File: config.mk
export PLATFORM = sky130hd
export DESIGN_NAME = boot_sequencer
export DESIGN_NICKNAME = d
export VERILOG_FILES = /design/src/rtl/boot_sequencer.sv
export SDC_FILE = /design/constraint.sdc
export NUM_CORES = 1
export LEC_CHECK = 0
export CORE_MARGIN = 5
export CORE_UTILIZATION = 54
export DETAILED_ROUTE_END_ITERATION = 6
export PLACE_DENSITY = 0.8
export SYNTH_ARGS = -nofsm -noshare
export SYNTH_HDL_FRONTEND = slang
export SYNTH_SLANG_ARGS = --single-unit
File: constraint.sdc
create_clock -name clk -period 2.39 [get_ports clk]
set_input_delay 0.239 -clock clk [delete_from_list [all_inputs] [get_ports clk]]
set_output_delay 0.239 -clock clk [all_outputs]
set_load 0.005 [all_outputs]
File: src/rtl/boot_sequencer.sv
// rtl/boot_sequencer.sv - bootloader write path: length header, payload to imem, XOR checksum, CPU release
// Consumes a length-prefixed word stream, writes it to instruction memory and releases the CPU on a good checksum.
module boot_sequencer #(
  parameter int WORD_WIDTH     = 32,
  parameter int ADDR_WIDTH     = 10,
  parameter int MAX_WORDS      = 1024,
  parameter int BASE_ADDR      = 0,
  parameter int TIMEOUT_CYCLES = 1000000
) (
  input  logic                  clk,
  input  logic                  rst_n,
  input  logic [WORD_WIDTH-1:0] word_in,
  input  logic                  word_valid,
  output logic                  word_ready,
  output logic                  imem_we,
  output logic [ADDR_WIDTH-1:0] imem_addr,
  output logic [WORD_WIDTH-1:0] imem_wdata,
  output logic                  cpu_rst_n,
  output logic                  boot_done,
  output logic                  boot_error,
  output logic [1:0]            error_code,
  output logic [ADDR_WIDTH:0]   words_loaded,
  input  logic                  boot_req
);

  localparam int TW = (TIMEOUT_CYCLES < 2) ? 1 : $clog2(TIMEOUT_CYCLES + 1);

  localparam logic [2:0] S_WAIT_LEN  = 3'd0;
  localparam logic [2:0] S_LOAD      = 3'd1;
  localparam logic [2:0] S_WAIT_CSUM = 3'd2;
  localparam logic [2:0] S_DONE      = 3'd3;
  localparam logic [2:0] S_ERROR     = 3'd4;

  logic [2:0]            state_q, state_d;
  logic [ADDR_WIDTH:0]   len_q, len_d;
  logic [ADDR_WIDTH:0]   cnt_q, cnt_d;
  logic [WORD_WIDTH-1:0] acc_q, acc_d;
  logic [TW-1:0]         timer_q, timer_d;
  logic                  we_q, we_d;
  logic [ADDR_WIDTH-1:0] addr_q, addr_d;
  logic [WORD_WIDTH-1:0] wdata_q, wdata_d;
  logic [1:0]            err_q, err_d;
  logic                  xfer;
  logic                  timed_out;

  assign word_ready = (state_q == S_WAIT_LEN) || (state_q == S_LOAD) || (state_q == S_WAIT_CSUM);
  assign xfer       = word_valid && word_ready;
  // The counter reaches TIMEOUT_CYCLES on the edge that would take it past this value.
  assign timed_out  = (timer_q == TW'(TIMEOUT_CYCLES - 1));

  always_comb begin
    state_d = state_q;
    len_d   = len_q;
    cnt_d   = cnt_q;
    acc_d   = acc_q;
    timer_d = timer_q;
    we_d    = 1'b0;
    addr_d  = addr_q;
    wdata_d = wdata_q;
    err_d   = err_q;
    case (state_q)
      S_WAIT_LEN: begin
        if (xfer) begin
          cnt_d   = '0;
          acc_d   = '0;
          timer_d = '0;
          len_d   = word_in[ADDR_WIDTH:0];
          if (word_in > WORD_WIDTH'(MAX_WORDS)) begin
            state_d = S_ERROR;
            err_d   = 2'd1;
          end else if (word_in == '0) begin
            state_d = S_WAIT_CSUM;
          end else begin
            state_d = S_LOAD;
          end
        end
      end
      S_LOAD: begin
        if (xfer) begin
          we_d    = 1'b1;
          addr_d  = ADDR_WIDTH'(BASE_ADDR) + cnt_q[ADDR_WIDTH-1:0];
          wdata_d = word_in;
          acc_d   = acc_q ^ word_in;
          cnt_d   = cnt_q + 1'b1;
          timer_d = '0;
          if (cnt_d == len_q) state_d = S_WAIT_CSUM;
        end else if (timed_out) begin
          state_d = S_ERROR;
          err_d   = 2'd3;
        end else begin
          timer_d = timer_q + 1'b1;
        end
      end
      S_WAIT_CSUM: begin
        if (xfer) begin
          if (word_in == acc_q) begin
            state_d = S_DONE;
          end else begin
            state_d = S_ERROR;
            err_d   = 2'd2;
          end
        end else if (timed_out) begin
          state_d = S_ERROR;
          err_d   = 2'd3;
        end else begin
          timer_d = timer_q + 1'b1;
        end
      end
      S_DONE, S_ERROR: begin
        if (boot_req) begin
          state_d = S_WAIT_LEN;
          cnt_d   = '0;
          err_d   = 2'd0;
        end
      end
      default: state_d = S_WAIT_LEN;
    endcase
  end

  always_ff @(posedge clk or negedge rst_n) begin
    if (!rst_n) begin
      state_q <= S_WAIT_LEN;
      len_q   <= '0;
      cnt_q   <= '0;
      acc_q   <= '0;
      timer_q <= '0;
      we_q    <= 1'b0;
      addr_q  <= '0;
      wdata_q <= '0;
      err_q   <= 2'd0;
    end else begin
      state_q <= state_d;
      len_q   <= len_d;
      cnt_q   <= cnt_d;
      acc_q   <= acc_d;
      timer_q <= timer_d;
      we_q    <= we_d;
      addr_q  <= addr_d;
      wdata_q <= wdata_d;
      err_q   <= err_d;
    end
  end

  assign imem_we      = we_q;
  assign imem_addr    = addr_q;
  assign imem_wdata   = wdata_q;
  assign cpu_rst_n    = (state_q == S_DONE);
  assign boot_done    = (state_q == S_DONE);
  assign boot_error   = (state_q == S_ERROR);
  assign error_code   = err_q;
  assign words_loaded = cnt_q;

endmodule

Yosys cells after proc, flatten, opt, wreduce, memory -nomap -nowiden
Index checks and enable logic that the tools add are counted.
- flip-flop bits (word level): 122
- input port bits: 36
- output and inout port bits: 60
- logic and storage cells: 77
- $add $sub $neg: 2
- magnitude comparators: 1
- equality and inequality tests: 15
- mux-type cells: 32
- bitwise operators: 1
- reductions and logical operators: 17
- operator list (operator ; number):
    20-bit two-way mux ; 4
    32-bit two-way mux ; 2
    32-bit one-hot mux with 2 select lines ; 1
    20-bit one-hot mux with 3 select lines ; 1
    11-bit two-way mux ; 3
    11-bit one-hot mux with 3 select lines ; 1
    32-bit == test ; 1
    32-bit by 11-bit > comparator with 1-bit output, second input constant ; 1
    32-bit logical NOT ; 1
    32-bit XOR ; 1
    3-bit two-way mux ; 8
    20-bit by 1-bit adder with 20-bit output, second input constant ; 1
    20-bit == test, second input constant ; 1
    2-bit two-way mux ; 8
    3-bit one-hot mux with 4 select lines ; 1
    11-bit by 1-bit adder with 11-bit output, second input constant ; 1
    11-bit == test ; 1
    2-bit inequality test, second input constant ; 5
    3-bit AND reduction ; 3
    2-bit one-hot mux with 4 select lines ; 1
    3-bit by 2-bit == test with 1-bit output, second input constant ; 2
    6-bit AND reduction ; 1
    3-bit nonzero test ; 2
    2-bit AND reduction ; 2
    13 further kinds ; 15

Depth between registers and ports, before layout
- depth in word-level cells: 6
- gate-level depth with buffers: 9
- depth with buffers taken out: 8

Worst setup path after synthesis
OpenSTA, ideal clock, no wires.
- path type: register to register
- start: reg cnt_q[0] (netlist: words_loaded[0])
- end: reg state_q[0]
- library setup time: 0.119 ns
- arrival: 1.886 ns
- data required time: 2.271 ns
- slack: 0.385 ns
- cell stages (with the launch flop): 9
- path buffers: 1
- period minus slack after synthesis: 2.005 ns
- cells stage by stage: dfrtp_1 ha_1 buf_2 xor2_1 o21ai_0 a21oi_1 nor4_4 a32oi_2 o21a_1
- longest elaborated chain between the ends: 4
- RTL lines (what ; RTL line ; RTL):
    start: declaration ; 36 ; logic [ADDR_WIDTH:0] cnt_q, cnt_d;
    start signal: assignment ; 134 ; cnt_q <= cnt_d;
    11-bit by 1-bit adder with 11-bit output ; 84 ; cnt_d = cnt_q + 1'b1;
    11-bit == test ; 86 ; if (cnt_d == len_q) state_d = S_WAIT_CSUM;
    3-bit by 2-bit inequality test with 1-bit output (no source line) ; - ;
    3-bit AND reduction (no source line) ; - ;
    end signal: assignment ; 132 ; state_q <= state_d;
    end: declaration ; 34 ; logic [2:0] state_q, state_d;
No other way between the ends.
A chain may end at the register's enable or synchronous reset.

Worst setup path in the final report
- start: reg cnt_q[2] (netlist: words_loaded[2])
- end: reg state_q[0]
The elaborated chain is that of the path after synthesis.

==> summary.md <==
| Metric | Value |
|---|---|
| Outcome | completed |
| Sw frac | 34.0% |
| Critical R2R Launch | words_loaded[2] |
| Worst Setup SP | words_loaded[2] |
| Ant diodes | 0 |
| Post-synthesis cell count | 693 |
| Largest family of logic cells by synthesized area | simple AND/OR/NAND/NOR gates |
| Reg-to-Reg End | state_q[0] |
| Most common cell after layout, fill and taps aside | nand2_1 |
| Critical path arrival | 2.56 ns |
| Static leakage | 3.72 nW |
| Top cell type's share of synthesized area | 48.9% |
| Sink Count | 122 |
| Warnings from Yosys | 0 |
| H-tree levels | 4 |
| Number of synthesized flops with an enable pin | 0 |
| Fin area | 0.00814 mm^2 |
| Die Span X | 118 um |
| Final period util | 94.6% |
| R2r worst-path depth | 7 |
| Final Skew | 0.00699 ns |
| #FFs+latches synth | 122 |
| Area growth syn-to-layout | 30.4% |
| Top cells by area, synth | dfrtp_1 (49%), nand2_1 (11%), xor2_1 (6.3%), o21ai_0 (6.0%), nor2_1 (2.4%) |
| Critical-path top delay cell | dfrtp_1 |
| Reg power frac | 36.5% |
| Fin. Hold Viols | 0 |
| Setup violators final | 0 |
| Mux contribution to synthesized area | 2.14% |
| Max_cap viols | 0 |
| Setup crit end kind | flip-flop |
| Starting Density | 54.9% |
| Layout cells sized above 1 | 11.6% |
| Tightest Pin Transition | 0.618 ns |
| Crit-path cells | and3_1 -> and2_4 -> nand3_1 -> o31ai_1 -> a31o_1 -> a32oi_2 -> o21a_1 |
| Layout Nets | 844 |
| Register area share after synthesis | 48.9% |
| Die footprint | 0.0138 mm^2 |
| Clock Tree Root | clkbuf_16 |
| Largest net degree at the start of global routing | 66 |
| Setup TNS | 0 ns |
| Logic pwr share | 34.0% |
| Post-synthesis cell type count | 63 |
| Vias per cell | 5.85 |
| Crit-path max FO | 12 |
| Pins Over Slew Limit | 0 |
| Synth area leader | dfrtp_1 |
| Clk network pwr share | 29.5% |
| Vias | 5,631 |
| GPL Wtd Cong | 0.901 |
| Top Ports | 96 |
| DRT iter0 DRCs | 464 |
| Row count | 39 |
| Num CTS Buffers | 17 |
| Compound-Gate Fraction of Synth Area | 12.8% |
| Die H | 118 um |
| Reg area | 0.00305 mm^2 |
| PD cells | 1150 mW/mm^2 |
| PortBufs | 95 |
| Post-Synth Simple-Gate Area | 24.1% |
| Kind of start point of the critical path | flip-flop |
| Primary FF master, synth | dfrtp_1 |
| GRT overflow | 0 |
| Clock slew at reported path FFs | 0.05 ns |
| Placed inst area | 0.00749 mm^2 |
| CTS tree | done |
| Global Route Usage Sum | 25.0% |
| First-pass GRT wire length | 28,400 um |
| HP Class | input port to async pin |
| Minimum clock period | 2.26 ns |
| RSZ-0062 raised after global routing | false |
| WL/cell | 17.5 um |
| Sw Pwr | 3.18 mW |
| Initial antenna violation count | 0 |
| Synth Area in XOR/XNOR | 8.56% |
| Final WL | 16,800 um |
| Post-Syn Area | 0.00624 mm^2 |
| Max Clk Rate | 443 MHz |
| Setup Crit Path Kind | flip-flop to flip-flop |
| Fillers | 845 |
| FF-to-FF setup slack | 0.13 ns |
| Number of global-route vias before repair | 5,808 |
| Clock latency on the worst-skew pair | 0.42 ns |
| Core area | 0.0114 mm^2 |
| FFs w/ async S/R, synth | 100% |
| Dpl hpwl | 11,400 um |
| Most frequent cells in the layout | nand2_1 (188), dfrtp_1 (122), clkdlybuf4s50_1 (94) |
| Slowest stage delay, CP | 0.55 ns |
| Synthesized net count | 731 |
| Cell-internal power | 6.17 mW |
| DRC errors left | 0 |
| Max rail drop VDD | 0.750 mV |
| CP endpoint | state_q[0] |
| Clock tree buffer depth | 2 |
| Detailed Routing Iterations Pass 1 | 7 |
| Adder-cell area share of the yosys netlist | 0.401% |
| Slew HR | 58.8% |
| Multi-input logic area | 0.00300 mm^2 |
| ANT nets after route | 0 |
| Syn Area/Cell | 9.01 um^2 |
| Req. time, crit path | 2.69 ns |
[cell type report]
cell class | instances | share of cell area, %
Clock buffer | 25 | 6.21
Clock inverter | 7 | 1.66
Inverter | 7 | 0.353
Multi-Input combinational cell | 531 | 36.8
Sequential cell | 122 | 37.5
Tap cell | 143 | 2.20
Timing Repair Buffer | 127 | 15.2
[flip-flops by register name, indices dropped and copies added (netlist names)]
name	cells
acc_q	32
imem_wdata	32
timer_q	20
len_q	11
words_loaded	11
imem_addr	10
state_q	3
error_code	2
imem_we	1
[worst min path at each step]
stage          slack (ns)              to
4_1_cts              0.40  imem_wdata[20]
2_1_floorplan       -0.06        acc_q[0]
5_1_grt              0.45  imem_wdata[20]
3_3_place_gp         0.29  imem_wdata[17]
3_5_place_dp         0.29  imem_wdata[15]
6_report             0.38  imem_wdata[20]
[logic make-up after synthesis]
group / after synthesis
AO/OA/AOI/OAI: 137
XOR/XNOR: 61
multiplexers: 12
adder cells (fa/ha/maj): 2
buffers and inverters: 40
AND/OR/NAND/NOR: 319
flip-flops: 122
[worst max-delay path: cells and delay by family, from the launching register on]
family          cells  cell delay (ns)
flops               1             0.55
simple gates        3             0.76
compound gates      4             0.85
[power groups by stage]
stage / sequential, mW / clock [mW] / combinational, mW
2_1_floorplan: 3.26 / 0 / 1.82
3_3_place_gp: 3.37 / 0 / 2.99
3_5_place_dp: 3.41 / 0 / 3.10
4_1_cts: 3.40 / 2.78 / 3.17
5_1_grt: 3.51 / 2.89 / 3.48
6_report: 3.41 / 2.76 / 3.17
[through the flow]
stage          hold WS [ns]  power [mW]  setup WS (ns)  std cells  utilization [%]
5_1_grt               0.453        9.88        0.00297        962             71.6
4_1_cts               0.397        9.35          0.142        962             71.6
3_5_place_dp          0.294        6.50        -0.0916        929             65.8
2_1_floorplan       -0.0566        5.07          0.385        693                -
3_3_place_gp          0.293        6.36        -0.0182        929             65.8
6_report              0.381        9.34          0.130        962             71.6
[metal layers]
layer | GRT usage, % | up-vias | share of wire (%)
met3 | 6.49 | 57 | 6.6
met4 | 13.5 | 0 | 3.8
met1 | 31.4 | 2728 | 41
met5 | 0 | - | 0
li1 | - | 2606 | -
met2 | 39.5 | 240 | 48
[timing repair]
action,in CTS,in global routing
endpoints found under the hold margin,42,0
endpoints found under the setup margin,0,2
buffers inserted,0,0
resized for setup,0,2
hold buffers,1,0
[synth_stat cells (all sizes together), types with 2 or more instances]
cell	count
nand2	189
dfrtp	122
o21ai	86
xor2	45
nor2	42
a21oi	20
clkbuf	20
nor4	19
xnor2	16
nand3	15
nand4	15
buf	13
mux2	11
nor3	10
inv	7
a31oi	6
and2	6
o31ai	6
nand2b	5
and3	4
or2	3
a221oi	2
a32oi	2
ha	2
nor2b	2
nor3b	2
nor4b	2
o21a	2
o22a	2
o41ai	2
(Power assumes the default switching activity.)
